<file path="src/rtl/servo_pulse_decoder.sv">
// rtl/servo_pulse_decoder.sv - servo pulse high-time/period decoder
// Optional input glitch filter enabled by defining GLITCH_FILTER_EN.
module servo_pulse_decoder #(
  parameter int CLKS_PER_US   = 100,
  parameter int MIN_PULSE_US  = 500,
  parameter int MAX_PULSE_US  = 2500,
  parameter int TIMEOUT_US    = 25000,
  parameter int FILTER_CYCLES = 8
) (
  input  logic        clk,
  input  logic        rst,
  input  logic        signal_in,
  output logic [15:0] data,
  output logic        valid,
  output logic [15:0] period,
  output logic        error,
  output logic        timeout
);

  localparam int            PW       = (CLKS_PER_US > 1) ? $clog2(CLKS_PER_US) : 1;
  localparam logic [PW-1:0] PRESC_TC = PW'(CLKS_PER_US - 1);
  localparam logic [15:0]   MIN_L    = 16'(MIN_PULSE_US);
  localparam logic [15:0]   MAX_L    = 16'(MAX_PULSE_US);
  localparam logic [15:0]   TO_L     = 16'(TIMEOUT_US);

  typedef enum logic [1:0] {
    ARM       = 2'd0,
    WAIT_RISE = 2'd1,
    HIGH      = 2'd2,
    LOW       = 2'd3
  } state_e;

  // The input chain is deliberately not reset so it keeps tracking the pin
  // while rst is low; ARM then sees the true level of a pulse in progress.
  logic sync1_q;
  logic sync2_q;
  logic level;
  logic edge_q;

  always_ff @(posedge clk) begin
    sync1_q <= signal_in;
    sync2_q <= sync1_q;
  end

`ifdef GLITCH_FILTER_EN
  localparam int FW = $clog2(FILTER_CYCLES + 1);

  logic [FW-1:0] flt_cnt_q;
  logic          flt_q;
  logic          flt_take;

  assign flt_take = (sync2_q != flt_q) && (flt_cnt_q == FW'(FILTER_CYCLES - 1));

  always_ff @(posedge clk) begin
    if (!rst) begin
      flt_cnt_q <= '0;
    end else if (sync2_q == flt_q || flt_take) begin
      flt_cnt_q <= '0;
    end else begin
      flt_cnt_q <= flt_cnt_q + 1'b1;
    end
  end

  always_ff @(posedge clk) begin
    if (flt_take) begin
      flt_q <= sync2_q;
    end
  end

  assign level = flt_q;
`else
  logic [31:0] unused_filter_cycles;
  assign unused_filter_cycles = FILTER_CYCLES;
  assign level = sync2_q;
`endif

  always_ff @(posedge clk) begin
    edge_q <= level;
  end

  logic rise;
  logic fall;
  assign rise = level & ~edge_q;
  assign fall = ~level & edge_q;

  state_e        state_q;
  logic [PW-1:0] presc_q;
  logic [15:0]   hi_q;
  logic [15:0]   el_q;
  logic [15:0]   data_q;
  logic [15:0]   period_q;
  logic          valid_q;
  logic          error_q;
  logic          timeout_q;

  // Next counter values include this cycle's terminal count, so a pulse of
  // exactly N*CLKS_PER_US cycles is seen as N on its fall-detect cycle.
  logic          tc;
  logic [PW-1:0] presc_d;
  logic [15:0]   hi_d;
  logic [15:0]   el_d;

  always_comb begin
    tc      = (presc_q == PRESC_TC);
    presc_d = tc ? '0 : presc_q + 1'b1;
    hi_d    = (tc && hi_q != 16'hFFFF) ? hi_q + 16'd1 : hi_q;
    el_d    = (tc && el_q != 16'hFFFF) ? el_q + 16'd1 : el_q;
  end

  always_ff @(posedge clk) begin
    if (!rst) begin
      state_q   <= ARM;
      presc_q   <= '0;
      hi_q      <= '0;
      el_q      <= '0;
      data_q    <= '0;
      period_q  <= '0;
      valid_q   <= 1'b0;
      error_q   <= 1'b0;
      timeout_q <= 1'b0;
    end else begin
      valid_q <= 1'b0;
      error_q <= 1'b0;
      presc_q <= rise ? '0 : presc_d;
      case (state_q)
        ARM: begin
          if (!level) begin
            state_q <= WAIT_RISE;
          end
        end
        WAIT_RISE: begin
          if (rise) begin
            hi_q    <= '0;
            el_q    <= '0;
            state_q <= HIGH;
          end
        end
        HIGH: begin
          hi_q <= hi_d;
          el_q <= el_d;
          if (fall) begin
            state_q <= LOW;
            if (hi_d >= MIN_L && hi_d <= MAX_L) begin
              data_q    <= hi_d;
              valid_q   <= 1'b1;
              timeout_q <= 1'b0;
            end else begin
              error_q <= 1'b1;
            end
          end else if (el_d >= TO_L) begin
            timeout_q <= 1'b1;
            state_q   <= ARM;
          end
        end
        LOW: begin
          el_q <= el_d;
          if (rise) begin
            period_q <= el_d;
            hi_q     <= '0;
            el_q     <= '0;
            state_q  <= HIGH;
          end else if (el_d >= TO_L) begin
            timeout_q <= 1'b1;
            state_q   <= WAIT_RISE;
          end
        end
        default: state_q <= ARM;
      endcase
    end
  end

  assign data    = data_q;
  assign valid   = valid_q;
  assign period  = period_q;
  assign error   = error_q;
  assign timeout = timeout_q;

endmodule

</file>
<file path="config.mk">
export PLATFORM = sky130hd
export DESIGN_NAME = servo_pulse_decoder
export DESIGN_NICKNAME = d
export VERILOG_FILES = /design/src/rtl/servo_pulse_decoder.sv
export SDC_FILE = /design/constraint.sdc
export NUM_CORES = 1
export LEC_CHECK = 0
export ABC_AREA = 1
export CORE_MARGIN = 2
export CORE_UTILIZATION = 45
export DETAILED_ROUTE_END_ITERATION = 6
export DONT_BUFFER_PORTS = 1
export PLACE_DENSITY = 0.71
export SETUP_SLACK_MARGIN = 0.02
export SYNTH_ARGS = -nofsm -noshare
export SYNTH_HDL_FRONTEND = slang
export SYNTH_SLANG_ARGS = --single-unit
</file>
<file path="constraint.sdc">
create_clock -name clk -period 3.3 [get_ports clk]
set_clock_uncertainty 0.2 [all_clocks]
set_input_delay 0.165 -clock clk [delete_from_list [all_inputs] [get_ports clk]]
set_output_delay 0.165 -clock clk [all_outputs]
set_load 0.02 [all_outputs]
</file>
After elaboration in Yosys (flattened, before gate mapping). Cells that the tools add are included.

Bits in registers: 79. Latch bits: 0. Memory bits (writable): 0. ROM bits: 0. Input port bits: 3. Output and inout bits: 35. Logic and storage cells: 72. Memories: 0.

Add/sub/neg operators: 3. $mul: 0. Div/mod/pow operators: 0. Order comparisons: 3. Eq/ne operators: 13. Shift-type cells: 0. Multiplexer cells: 20. Bitwise gates (word level): 5. Reduce and logical (&&, ||, !) cells: 16.

Operator list (count): 16-bit two-way mux (4); 16-bit one-hot mux with 3 select lines (1); 16-bit by 1-bit adder with 16-bit output, second input constant (2); 16-bit != test, second input constant (2); 16-bit one-hot mux with 2 select lines (1); 16-bit by 15-bit >= comparator with 1-bit output, second input constant (1); 16-bit by 9-bit >= comparator with 1-bit output, second input constant (1); 16-bit by 12-bit <= comparator with 1-bit output, second input constant (1); 2-bit two-way mux (6); 3-bit != test, second input constant (3); 3-bit AND reduction (3); 2-bit one-hot mux with 4 select lines (1); 7-bit by 1-bit adder with 7-bit output, second input constant (1); 7-bit equality test, second input constant (1); 1-bit two-way mux (6); 2-bit != test, second input constant (3); 2-bit AND reduction (3); 2-bit equality test, second input constant (2); 4-bit AND reduction (1); 2-bit nonzero test (2); 1-bit logical AND (3); 1-bit NOT (3); 3-bit nonzero test (1); 3-bit OR reduction (1); 6 further kinds (7).

Logic depth before layout (Yosys ltp). Gate-level depths: netlist of the first run.

Word-level depth: 8. Mapped depth: 20. Depth with buffers taken out: 18.

Worst setup path before layout of the first run. No wires, ideal clock.

Path kind: register -> register. Start: register hi_q[0]. End: register data_q[10] (netlist: data[10]). Library setup time: 0.112 ns. Data arrival time: 2.239 ns. Setup slack: 0.749 ns. Stages on the path, launching flop included: 20. Path buffers: 3. Clock period less this slack: 2.551 ns. Path through: dfxtp_1 -> ha_1 -> inv_1 -> nor2_4 -> nand2_2 -> o21ai_4 -> buf_6 -> nand2_2 -> nand2_2 -> nand2_1 -> nand2_1 -> nand2_1 -> nand2_1 -> nand2_1 -> nor2_2 -> nand3_2 -> buf_6 -> buf_6 -> nor2_2 -> nor2_1.

Cells in the longest elaborated chain, start to end: 6. Elaborated cells between the ends (all ways): 8.

RTL lines: from (decl) (RTL line 88) `logic [15:0] hi_q;`; from (signal assigned) (RTL line 139) `hi_q <= hi_d;`; branches (longest 2 deep; another with 16-bit by 1-bit adder with 16-bit output); 16-bit two-way mux * (RTL line 106) `hi_d = (tc && hi_q != 16'hFFFF) ? hi_q + 16'd1 : hi_q;`; 16-bit by 9-bit >= comparator with 1-bit output / 16-bit by 12-bit <= comparator with 1-bit output (equally long branches) (RTL line 143) `if (hi_d >= MIN_L && hi_d <= MAX_L) begin`; 1-bit logical AND (RTL line 143); 3-bit AND reduction (no line); to (signal assigned) (RTL line 144) `data_q <= hi_d;`; to (decl) (RTL line 90) `logic [15:0] data_q;`.

Mark *: on every way between the ends. A chain may end at the register's enable or synchronous reset.

Final worst setup path of the first run.
Start: register presc_q[0]. End: register data_q[11] (netlist: data[11]).

Cells in the longest elaborated chain, start to end: 6. Elaborated cells between the ends (all ways): 7.

RTL lines: from (decl) (RTL line 87) `logic [PW-1:0] presc_q;`; from (signal assigned) (RTL line 124) `presc_q <= rise ? '0 : presc_d;`; 7-bit equality test * (RTL line 104) `tc = (presc_q == PRESC_TC);`; 1-bit logical AND * (RTL line 106); 16-bit two-way mux * (RTL line 106); 16-bit by 9-bit >= comparator with 1-bit output / 16-bit by 12-bit <= comparator with 1-bit output (equally long branches) (RTL line 143); 1-bit logical AND (RTL line 143); 3-bit AND reduction (no line).

Mark *: on every way between the ends. The rest lies on a longest branch, timed or not.

==> results.cfg, run 1 <==
[status]
status = complete, no violations

[final_layout]
drive_gt1_frac = 0.0747
fin_nets = 737
area_growth_pct = 8.67
fin_cells = 869
register_area_um2 = 1580
antenna_cells = 0
fill_cells = 983
multi_input_area_um2 = 2450

[sta]
fin_crit_ps = 2890
rsz0062_at_grt = false
layout_worst_path_cycle_share = 0.877
slew_headroom = 0.222
tightestPinTransition_ps = 1160
setup_viol = 0
max_freq_mhz = 346
slew_viol_final = 0
setup_tns_ps = 0
setup_slack_ps = 407
hold_viol = 0

[die]
die_h_um = 103
initial_utilization = 0.459
die-area_um2 = 10700
core_um2 = 9680
rows = 36
die_w_um = 103
ios = 38

[synth]
yosys_register_bits = 79
yosys-top-cells-area = dfxtp_1, nand2_1, nor2_1
synth_commonest_cells = nand2_1, nor2_1, inv_1
avgSynthCellArea_um2 = 6.11
synth_edf_count = 0
ys_seq_area_frac = 0.356
yosys_warnings = 0
synth_top_area_share = 0.356
syn_nets = 733
async_flop_share = 0
netlist_area_um2 = 4450
yosysUniqueCellTypes = 32
post-synth-top-count-cell = nand2_1
netlist_instances = 727
synth_flop_cell = dfxtp_1
yosysTopAreaCell = dfxtp_1

[global_routing]
grt_max_degree = 30
grt_pass1_wl_um = 17300
gr-usage-all-layers = 0.203
grt_antenna_before_repair = 0
gr-total-overflow = 0
grt_pass1_vias = 3907

[clock_tree]
h-tree-depth = 3
clkLatencyLatePin_ps = 360
clock-sinks = 79
cts_tree = yes
cts_root_buf = clkbuf_8
clk_path_buf_depth = 2
clk_pin_slew_ps = 80
cts_made_buffers = 9

[drt]
ant_nets = 0
drt-total-wl_um = 10400
num_vias = 4305
drc = 0
via_per_inst = 4.95
drtIter0Drc = 142
wl_per_cell_um = 11.9
firstDrtPassIters = 5

[critical_path]
crit_path_end_kind = flop
worstPathRequired_ps = 3400
crit_arrival_ps = 2990
critPathLaunchType = flop
worst-path-max-fanout = 29
worstSetupPathType = flop to flop

[place]
place_inst = 848
place_ws_ps = 332
io_buffers = 0
gp_congestion = 0.918
hpwl_um = 7560

[power]
ir_worst_vdd_mv = 0.199
power_density_nw_per_um2 = 370
p_leak_nw = 2.12
total_power_mw = 1.79

[job]
cap_violations = 0

[min_path]
hold_path_class = flop to flop
==> flip-flops by register name (all words and copies together) (netlist names) <==
register  cells
sync1_q       1
edge_q        1
state_q       2
error         1
period       16
valid         1
hi_q         16
data         16
level         1
timeout       1
el_q         16
presc_q       7
==> repair_timing <==
item	CTS	global route
setup buffers	0	3
resized for setup	0	0
setup endpoints to repair	0	12
endpoints found under the hold margin	30	0
hold buffers	2	0
==> per-stage QoR <==
| step | hold slack [ps] | area (um^2) | util |
|---|---|---|---|
| global placement | -7.07 | 4570 | 0.472 |
| finish | 140 | 4830 | 0.499 |
| detailed placement | -6.95 | 4570 | 0.472 |
| global route | 141 | 4830 | 0.499 |
| floorplan | -7.28 | 4450 | - |
| CTS | 142 | 4800 | 0.495 |
==> power by group <==
part / leakage [nW] / total (mW) / internal [mW] / switching (mW)
Combinational: 1.37 / 0.0731 / 0.0170 / 0.0560
Sequential: 0.638 / 0.973 / 0.961 / 0.0112
Clock: 0.107 / 0.744 / 0.374 / 0.369
==> cells by family (layout without fill, tap and decap cells) <==
logic type / after synthesis / in the layout / synth area share
compound gates: 77 / 77 / 0.0946
xor+xnor: 13 / 13 / 0.0256
fa+ha+maj: 3 / 3 / 0.00844
buf+inv: 101 / 110 / 0.0929
flops: 79 / 79 / 0.356
simple gates: 454 / 454 / 0.423
==> cell usage in the layout, fill, tap and decap left out, types with 3 or more instances in the layout <==
cell      count
buf_4         8
o211ai_1      3
nor2_1      112
o21ai_0      25
dfxtp_1      79
nand2_1     271
a21oi_1      40
nor2_2        8
xnor2_1       4
nand3_1      26
inv_1        80
ha_1          3
xor2_1        9
nand4_1      14
clkbuf_8     10
nand2_2      12
nand3b_1      3
==> path summary, 6_finish.rpt <==
path,start,endpoint,slack [ps],depth (start not counted)
setup / recovery,presc_q[0],data[11],410,18
hold / removal,sync1_q,level,140,0
setup reg to reg,presc_q[0],data[11],410,18
hold reg to reg,sync1_q,level,140,0
==> layout make-up <==
type                    count  area share
clock inverters             6      0.0137
well taps                 133      0.0344
clock buffers              10      0.0285
multi-input cells         547       0.507
inverters                  82      0.0637
flip-flops and latches     79       0.327
repair buffers             12      0.0249
==> metal layers <==
metal,GRT usage,share of wire,vias to the layer above
met5,0,0,-
met4,0.0486,0.011,0
li1,-,-,2259
met1,0.239,0.45,1947
met3,0.0511,0.042,12
met2,0.370,0.50,87
==> worst max-delay path, cell delays in order, from the launching register on <==
cell	delay, ps
dfxtp_1	380
ha_1	220
nand2_2	100
nor2_8	180
inv_2	90
nor2_2	400
nand2_1	110
nand2_1	160
nand2_1	100
inv_1	80
nand2_1	70
nand2_1	60
nand2_1	60
nor2_2	130
nand3_2	90
buf_12	180
nand2_1	60
nand2_1	50
nor2_1	100
No activity file was read; power rests on OpenSTA's default activity.
==> inputs of run 2 (changes only) <==
Settings changed: CORE_UTILIZATION 45 to 30, PLACE_DENSITY 0.71 to 0.55.
==> run 2 against run 1 <==
Against the previous run: largest cell class unchanged; design area increased by 2.8%; largest power group unchanged; wire length grew 6.8%; highest routed layer unchanged; first-iteration DRC count up 86%; critical endpoint is now data[10]; hold slack worse by 53 ps; count of clock-buffer cells in the layout grew 3.
==> results.cfg, run 2 (synthesized netlist as in run 1, its figures left out) <==
[power]
total_power_mw = 1.95
power_density_nw_per_um2 = 393
p_leak_nw = 2.14
ir_worst_vdd_mv = 0.361

[final_layout]
fin_nets = 740
fill_cells = 1595
area_growth_pct = 11.8
fin_cells = 923
layout_common_cells = nand2_1, nor2_1, inv_1, dfxtp_1, a21oi_1
drive_gt1_frac = 0.0744
antenna_cells = 0
layout_commonest_cell = nand2_1

[critical_path]
reg2reg_slack_ps = 390
reg2reg_to = data[10]
worst-path-max-fanout = 24
r2r_cells = 18
r2r-start = hi_q[1]
crit_arrival_ps = 2990
crit_path_end_kind = flop
worstSetupPathType = flop to flop
critPathLaunchType = flop
worstPathRequired_ps = 3380

[die]
die-area_um2 = 15800
initial_utilization = 0.307
die_w_um = 126
rows = 44
die_h_um = 126
ios = 38
core_um2 = 14500

[drt]
drtIter0Drc = 264
ant_nets = 0
drt-total-wl_um = 11100
drc = 0
wl_per_cell_um = 12.0
via_per_inst = 4.47
firstDrtPassIters = 5
num_vias = 4124

[place]
place_ws_ps = 277
gp_congestion = 0.835
place_inst = 905
hpwl_um = 8040
io_buffers = 0

[sta]
max_freq_mhz = 344
setup_viol = 0
setup_tns_ps = 0
fin_crit_ps = 2910
hold_viol = 0
tightestPinTransition_ps = 933
rsz0062_at_grt = false
setup_slack_ps = 393
slew_viol_final = 0
hold_slack_ps = 87.3
slew_headroom = 0.376
layout_worst_path_cycle_share = 0.881

[clock_tree]
cts_tree = yes
clkLatencyLatePin_ps = 340
clk_path_buf_depth = 2
h-tree-depth = 3
cts_root_buf = clkbuf_16
cts_made_buffers = 9
clk_pin_slew_ps = 60
clock-sinks = 79

[min_path]
hold_path_class = input port to flop
min_to = el_q[11]
holdPathStages = 2
hold_path.startpoint = rst

[status]
status = complete, no violations

[global_routing]
grt_pass1_vias = 3809
grt_antenna_before_repair = 0
grt_pass1_wl_um = 18700
gr-usage-all-layers = 0.145
gr-total-overflow = 0
grt_max_degree = 30

[job]
cap_violations = 0
==> run 2: critical path: stages (launching register included) <==
cell	delay (ps)
dfxtp_1	360
ha_1	220
inv_1	90
nor2_4	170
nand2_2	100
o21ai_4	380
nand2_1	90
nand2_1	160
nand2_1	100
inv_1	80
nand2_1	70
nand2_1	60
nand2_1	50
nor2_2	130
nand3_2	160
buf_12	210
nand2_1	60
nand2_1	40
nor2_1	110
==> run 2: routing by layer <==
layer,part of all wire,global-route usage
met4,0.014,0.0381
met3,0.032,0.0438
met2,0.47,0.243
met5,0,0
met1,0.48,0.182
==> run 2: layout make-up <==
class / count / area [um^2] / share of cell area
clock buffers: 13 / 240 / 0.0484
clock inverters: 3 / 20.0 / 0.00403
inverters: 82 / 308 / 0.0619
multi-input cells: 547 / 2460 / 0.495
flip-flops and latches: 79 / 1580 / 0.318
well taps: 184 / 230 / 0.0463
repair buffers: 15 / 130 / 0.0262
==> run 2: how the worst max path moves through the flow <==
stage | start | end | slack, ps | cells past startpoint
6_report | hi_q[1] | data[10] | 390 | 18
5_1_grt | hi_q[1] | data[5] | 130 | 18
4_1_cts | presc_q[0] | data[10] | 240 | 18
3_5_place_dp | presc_q[0] | data[5] | 280 | 17
3_3_place_gp | presc_q[0] | data[6] | 330 | 17
2_1_floorplan | hi_q[0] | data[10] | 750 | 19
==> run 2: where the power goes <==
part / internal, mW / switching [mW] / total, mW / leakage (nW)
combinational: 0.0182 / 0.0577 / 0.0759 / 1.38
clock: 0.509 / 0.392 / 0.901 / 0.120
sequential: 0.963 / 0.0109 / 0.974 / 0.638
==> run 2: per-stage QoR <==
stage          utilization  instance area, um^2
3_5_place_dp         0.323                 4680
6_report             0.343                 4970
5_1_grt              0.343                 4970
2_1_floorplan            -                 4450
4_1_cts              0.343                 4960
3_3_place_gp         0.323                 4680
==> run 2: what timing repair did <==
action                                 4_1_cts  5_1_grt
hold buffers                                 2        0
gates resized for setup                      0        1
endpoints found under the hold margin       30        0
setup endpoints to repair                    0       11
setup buffers                                0        0
